===== src/rtl/shared_nand_sched.sv =====
// rtl/shared_nand_sched.sv - round-robin scheduler sharing one NAND datapath among NREQ requesters
module shared_nand_sched #(
    parameter int NREQ = 4,
    parameter int DW   = 1,
    parameter int TW   = 2,
    parameter int CW   = 8
) (
    input  logic               tau2015_clk,
    input  logic               tau2015_rst_n,
    input  logic [NREQ-1:0]    req,
    input  logic [NREQ*DW-1:0] op_a,
    input  logic [NREQ*DW-1:0] op_b,
    output logic [NREQ-1:0]    gnt,
    output logic               res_valid,
    output logic [DW-1:0]      res_data,
    output logic [TW-1:0]      res_tag,
    input  logic               res_ready,
    output logic [CW-1:0]      op_cnt
);

    // Round-robin pointer: index that has first claim on the next issue slot.
    logic [TW-1:0] rr_ptr_q, rr_ptr_d;

    // Stage 1: captured operand pair and the tag of its requester.
    logic          s1_v_q, s1_v_d;
    logic [DW-1:0] s1_a_q, s1_a_d;
    logic [DW-1:0] s1_b_q, s1_b_d;
    logic [TW-1:0] s1_tag_q, s1_tag_d;

    // Stage 2: the result register presented to the consumer.
    logic          s2_v_q, s2_v_d;
    logic [DW-1:0] s2_data_q, s2_data_d;
    logic [TW-1:0] s2_tag_q, s2_tag_d;

    logic [CW-1:0] cnt_q, cnt_d;

    logic          s2_free;
    logic          s1_adv;
    logic          can_issue;
    logic          gnt_any;
    logic [TW-1:0] gnt_idx;

    // Requester index k positions after base, wrapping at NREQ. base is always < NREQ.
    function automatic logic [TW-1:0] wrap_idx(input logic [TW-1:0] base, input int k);
        int sum;
        sum = int'(base) + k;
        if (sum >= NREQ) begin
            sum = sum - NREQ;
        end
        return sum[TW-1:0];
    endfunction

    // Pipeline advance conditions: S2 empties or drains, S1 moves into a free S2.
    always_comb begin
        s2_free   = !s2_v_q || res_ready;
        s1_adv    = s1_v_q && s2_free;
        can_issue = !s1_v_q || s1_adv;
    end

    // Arbiter: first active requester at or after rr_ptr, ascending with wrap.
    always_comb begin
        gnt_any = 1'b0;
        gnt_idx = '0;
        if (can_issue) begin
            for (int k = 0; k < NREQ; k++) begin
                if (!gnt_any && req[wrap_idx(rr_ptr_q, k)]) begin
                    gnt_any = 1'b1;
                    gnt_idx = wrap_idx(rr_ptr_q, k);
                end
            end
        end
    end

    // One-hot grant, forced low while reset is held so nothing is offered mid-reset.
    always_comb begin
        gnt = '0;
        for (int i = 0; i < NREQ; i++) begin
            gnt[i] = tau2015_rst_n && gnt_any && (gnt_idx == TW'(i));
        end
    end

    // Next-state for pointer, counter and both pipeline stages.
    always_comb begin
        rr_ptr_d  = rr_ptr_q;
        cnt_d     = cnt_q;
        s1_v_d    = s1_v_q;
        s1_a_d    = s1_a_q;
        s1_b_d    = s1_b_q;
        s1_tag_d  = s1_tag_q;
        s2_v_d    = s2_v_q;
        s2_data_d = s2_data_q;
        s2_tag_d  = s2_tag_q;

        // S2 first: it either takes the S1 contents or drops its valid once consumed.
        if (s1_adv) begin
            s2_v_d    = 1'b1;
            s2_data_d = ~(s1_a_q & s1_b_q);
            s2_tag_d  = s1_tag_q;
        end else if (res_ready) begin
            s2_v_d = 1'b0;
        end

        // S1 refills on a grant (which implies it is empty or advancing), else may empty.
        if (gnt_any) begin
            s1_v_d   = 1'b1;
            s1_a_d   = op_a[int'(gnt_idx)*DW +: DW];
            s1_b_d   = op_b[int'(gnt_idx)*DW +: DW];
            s1_tag_d = gnt_idx;
            cnt_d    = cnt_q + CW'(1);
            if (int'(gnt_idx) == NREQ - 1) begin
                rr_ptr_d = '0;
            end else begin
                rr_ptr_d = gnt_idx + TW'(1);
            end
        end else if (s1_adv) begin
            s1_v_d = 1'b0;
        end
    end

    // State registers; reset discards anything in flight.
    always_ff @(posedge tau2015_clk or negedge tau2015_rst_n) begin
        if (!tau2015_rst_n) begin
            rr_ptr_q  <= '0;
            cnt_q     <= '0;
            s1_v_q    <= 1'b0;
            s1_a_q    <= '0;
            s1_b_q    <= '0;
            s1_tag_q  <= '0;
            s2_v_q    <= 1'b0;
            s2_data_q <= '0;
            s2_tag_q  <= '0;
        end else begin
            rr_ptr_q  <= rr_ptr_d;
            cnt_q     <= cnt_d;
            s1_v_q    <= s1_v_d;
            s1_a_q    <= s1_a_d;
            s1_b_q    <= s1_b_d;
            s1_tag_q  <= s1_tag_d;
            s2_v_q    <= s2_v_d;
            s2_data_q <= s2_data_d;
            s2_tag_q  <= s2_tag_d;
        end
    end

    assign res_valid = s2_v_q;
    assign res_data  = s2_data_q;
    assign res_tag   = s2_tag_q;
    assign op_cnt    = cnt_q;

endmodule


===== config.mk =====
export PLATFORM = sky130hd
export DESIGN_NAME = shared_nand_sched
export DESIGN_NICKNAME = d
export VERILOG_FILES = /design/src/rtl/shared_nand_sched.sv
export SDC_FILE = /design/constraint.sdc
export NUM_CORES = 1
export LEC_CHECK = 0
export CORE_UTILIZATION = 48
export CTS_BUF_LIST = sky130_fd_sc_hd__clkbuf_16
export DETAILED_ROUTE_END_ITERATION = 16
export GPL_ROUTABILITY_DRIVEN = 0
export PLACE_DENSITY_LB_ADDON = 0.05
export SYNTH_ARGS = -nofsm -noshare
export SYNTH_HDL_FRONTEND = slang
export SYNTH_SLANG_ARGS = --single-unit

===== constraint.sdc =====
create_clock -name tau2015_clk -period 3.05 [get_ports tau2015_clk]
set_input_delay 0.61 -clock tau2015_clk [delete_from_list [all_inputs] [get_ports tau2015_clk]]
set_output_delay 0.61 -clock tau2015_clk [all_outputs]
set_load 0.03 [all_outputs]

==> results by stage <==
Critical path:
- Data arrives at the worst endpoint at 2.30 ns.
- The startpoint kind of the worst setup timing path is an input pin.
- The slowest stage of the critical path belongs to the cell sky130_fd_sc_hd__clkdlybuf4s50_1.
- The worst setup path is captured at an output pin.
- The worst register-to-register path ends at rr_ptr_q[1].
- The length in cells of the worst reg-to-reg path is 7.
- The signal on the critical path passes through clkdlybuf4s50_1 -> nand2b_1 -> a21o_1 -> and3_1 -> nand2_1 -> ha_1 -> and3_1 -> buf_4.
- The cell family contributing the most delay on the critical path is buffers and inverters.
- The setup slack of the most critical reg-to-reg path is 1.37 ns.
- The critical path contains buffers and inverters numbering 2 combined.
- The most numerous cell type found on the critical path is sky130_fd_sc_hd__and3_1.
- The largest stage delay on the critical path is between 0.5 and 0.6 ns.
- The critical path in this run is classified as input pin to output pin.
- Of all nets on the critical path, the largest fanout is 4.
- The beginning of the worst register-to-register path is rr_ptr_q[1].
- The data required time at the worst endpoint is 2.44 ns.

CTS:
- The H-tree depth reported by CTS is 1.
- The post-CTS setup-driven buffer insertion count is 0.
- The number of clock buffers inserted by TritonCTS is 3.
- CTS placed an instance of sky130_fd_sc_hd__clkbuf_16 at the clock tree root.
- The number of gates resized after CTS was 0.
- The clock tree from TritonCTS is built.
- The maximum clock path buffer count is 2.
- The clock drives 19 sinks.
- The number of hold buffers added after CTS was 0.
- The latest clock arrival within the worst-skew pair is 0.25 ns.
- The clock transition at the registers of the reported paths is about 0.060 ns.

Logic synthesis:
- The share of flip-flops with an asynchronous set or reset after synthesis is 1.00.
- The share of the Yosys chip area taken by registers is 0.487.
- The most used flip-flop cell after synthesis is sky130_fd_sc_hd__dfrtp_1.
- The proportion of netlist area held by the largest area contributor is 0.487.
- Sorting the synthesized cells by area gives the leading types as sky130_fd_sc_hd__dfrtp_1 49%, sky130_fd_sc_hd__xnor2_1 4.5%, sky130_fd_sc_hd__nand2_1 4.2%.
- In this run the mean area of a mapped cell was 10.2 um^2.
- The library cell occupying the most area in the post-synthesis netlist is sky130_fd_sc_hd__dfrtp_1.
- Counting distinct cell types in the post-synthesis netlist gives 32.
- The most numerous cell in the Yosys netlist is sky130_fd_sc_hd__dfrtp_1.
- Ranked by instance count, the synthesized netlist is headed by 19 x sky130_fd_sc_hd__dfrtp_1, 11 x sky130_fd_sc_hd__nand2_1, 6 x sky130_fd_sc_hd__inv_1.
- The number of storage elements in the synthesis netlist is 19.
- In this run the cell area of the synthesized design comes to 976 um^2.
- The net count after synthesis is ~110.
- During synthesis, Yosys emitted a total of 0 warnings.
- The count of flip-flops with a built-in enable after synthesis is 0.
- Synthesis produced a netlist whose cell count is 96.

Route:
- The number of vias per cell is 5.29.
- The DRC violation count after routing is 0.
- After the first detailed-routing iteration, the DRC count stood at 12.
- The total number of vias is 836.
- Once detail routing completed, the nets flagged for antenna violations numbered 0.
- After detailed routing, the average wire length per cell comes to 14.0 um.
- The first-pass iteration count of the detailed router is 4.
- The total detailed-routing wirelength is 2220 um.

GRT:
- The largest net degree at the start of global routing is 13.
- The first-pass GRT wire length is 3440 um.
- Across every metal layer, demand over resource in global routing totals 0.234.
- The number of antenna violations at the first check in global routing came to 0.
- The via count of the first global-routing pass was 779.
- Global routing finished with a remaining overflow of 0.

Cells and area:
- The number of fill cells is 137.
- The finished cells cover between 1000 and 1500 um^2.
- The final layout net count is between 150 and 200.
- The area growth from synthesis to final layout is 44.0%.
- In the final layout, the share of cells above drive strength 1 is 0.143.
- The count of antenna diodes in the layout is 0.

Floorplan:
- The floorplan has 15 rows.
- The number of placed I/O pins is 31.
- From bottom edge to top edge, the die measures 47.1 um.
- The initial utilization of the core area, before any placement, comes to 0.536.
- The area of the die is 2220 um^2.
- In this run the standard cell core region covers roughly 1800 um^2.
- From left edge to right edge, the die measures 47.1 um.

Timing:
- The final critical delay including setup and external delays is 2.91 ns.
- The summed negative setup slack over all endpoints is 0 ns.
- The count of final hold-check violations is 0.
- Once routing completed, OpenROAD measured the worst setup slack at 0.144 ns.
- Setup violations remaining at the end of the flow were counted as 0.
- Setup repair after global routing left no endpoint under its margin.
- The worst clock skew on the final layout is 0.00362 ns.
- The final cycle utilization of the critical path is 0.953.
- The worst hold slack is 0.476 ns.
- Measured against its own limit, the worst slew margin works out to 0.742.
- The transition at the pin with the smallest max-transition slack is around 0.38 ns.
- The max-slew violation count is 0.
- The timing-limited maximum frequency is 344 MHz.

Min path:
- The class of the most critical hold timing path is flip-flop to flip-flop.
- The number of stages on the worst hold path is 1.
- For hold timing, the worst endpoint is op_cnt[7].
- In this run the most critical hold path is launched from op_cnt[7].

Power:
- The overall power consumption is ~1.2 mW.
- In this run the static leakage power is 0.612 nW.
- VDD sags by at most approximately 750 uV.
- Power spread over the standard cell area amounts to roughly 840 nW/um^2.

Run status:
- The flow ran to the end, and the final reports show no timing, DRC or antenna violations.

Placed design:
- Once placement finished, the instance area stood at about 1300 um^2.
- Port buffering added 30 buffers.
- After legalization and detailed placement, the total HPWL measured 1690 um.
- The worst slack at placement is 0.186 ns.

Job:
- The tool flagged a number of max-cap violations equal to 0.
[cell families (layout without fill, tap and decap cells)]
family	after synthesis	in the layout	share of synthesized area
AOI/OAI and AO/OA	18	18	0.133
xor gates and xnor gates	7	7	0.0628
adders and majority gates	2	2	0.0256
buffers and inverters	9	46	0.0397
DFF	19	19	0.487
muxes	3	3	0.0321
and+or+nand+nor	38	38	0.219
[registers in the layout, summed over array words and instances (netlist names)]
register / count
op_cnt: 8
res_tag: 2
rr_ptr_q: 2
s1_tag_q: 2
res_data: 1
res_valid: 1
s1_a_q: 1
s1_b_q: 1
s1_v_q: 1
[cell usage in the layout (no fill, tap or decap)]
master,n
sky130_fd_sc_hd__nand4b_1,2
sky130_fd_sc_hd__nor2b_1,1
sky130_fd_sc_hd__inv_2,1
sky130_fd_sc_hd__mux2i_1,2
sky130_fd_sc_hd__a31oi_4,1
sky130_fd_sc_hd__nand3_1,3
sky130_fd_sc_hd__o21ai_2,1
sky130_fd_sc_hd__nor2_1,4
sky130_fd_sc_hd__clkdlybuf4s50_1,26
sky130_fd_sc_hd__nor4_2,1
sky130_fd_sc_hd__nor3_1,2
sky130_fd_sc_hd__and2_1,1
sky130_fd_sc_hd__nand4_1,3
sky130_fd_sc_hd__xnor2_1,5
sky130_fd_sc_hd__nand3b_1,2
sky130_fd_sc_hd__dfrtp_1,19
sky130_fd_sc_hd__buf_4,9
sky130_fd_sc_hd__ha_1,2
sky130_fd_sc_hd__xor2_1,2
sky130_fd_sc_hd__and4_4,1
sky130_fd_sc_hd__o21a_1,1
sky130_fd_sc_hd__a21o_1,2
sky130_fd_sc_hd__nand2b_1,3
sky130_fd_sc_hd__o21ai_0,5
sky130_fd_sc_hd__mux2_2,1
sky130_fd_sc_hd__and3_1,3
sky130_fd_sc_hd__clkinvlp_4,1
sky130_fd_sc_hd__nand2_1,11
sky130_fd_sc_hd__nor3b_1,1
sky130_fd_sc_hd__a211oi_1,4
sky130_fd_sc_hd__a21oi_1,2
sky130_fd_sc_hd__a31oi_1,2
sky130_fd_sc_hd__inv_1,6
sky130_fd_sc_hd__clkbuf_16,3
[area by class of cell]
type                    count  area, um^2  area share
clock buffers               3        75.1      0.0534
clock inverters             1        7.51     0.00534
inverters                   7        26.3      0.0187
multi-input cells          68         462       0.329
flip-flops and latches     19         475       0.338
well taps                  25        31.3      0.0223
repair buffers             35         328       0.233
[how the worst max path moves through the flow]
stage                start      to  slack, ns  depth (start not counted)
CTS                 req[2]  gnt[0]       0.15                          8
global placement    req[3]  gnt[0]       0.23                          8
floorplan           req[3]  gnt[2]       0.53                          5
detailed placement  req[3]  gnt[0]       0.19                          8
global route        req[3]  gnt[0]       0.05                          8
finish              req[2]  gnt[0]       0.14                          8
[routing by layer]
| layer | global-route usage | wire length, um | up-vias |
|---|---|---|---|
| met5 | 0 | 0 | - |
| met4 | 0.103 | 28 | 0 |
| met3 | 0.0500 | 80 | 4 |
| met2 | 0.389 | 1130 | 22 |
| met1 | 0.293 | 981 | 400 |
| li1 | - | - | 410 |
[where the power goes]
group          internal [mW]  switching [mW]  total (mW)
clock                  0.177          0.0937       0.271
combinational          0.223           0.262       0.485
sequential             0.335          0.0829       0.418
total                  0.735           0.439        1.17
[metrics by stage]
step	instances	util
floorplan	96	-
global placement	154	0.726
detailed placement	154	0.726
CTS	158	0.772
global route	158	0.772
finish	158	0.772
No activity file was read; power rests on OpenSTA's default activity.
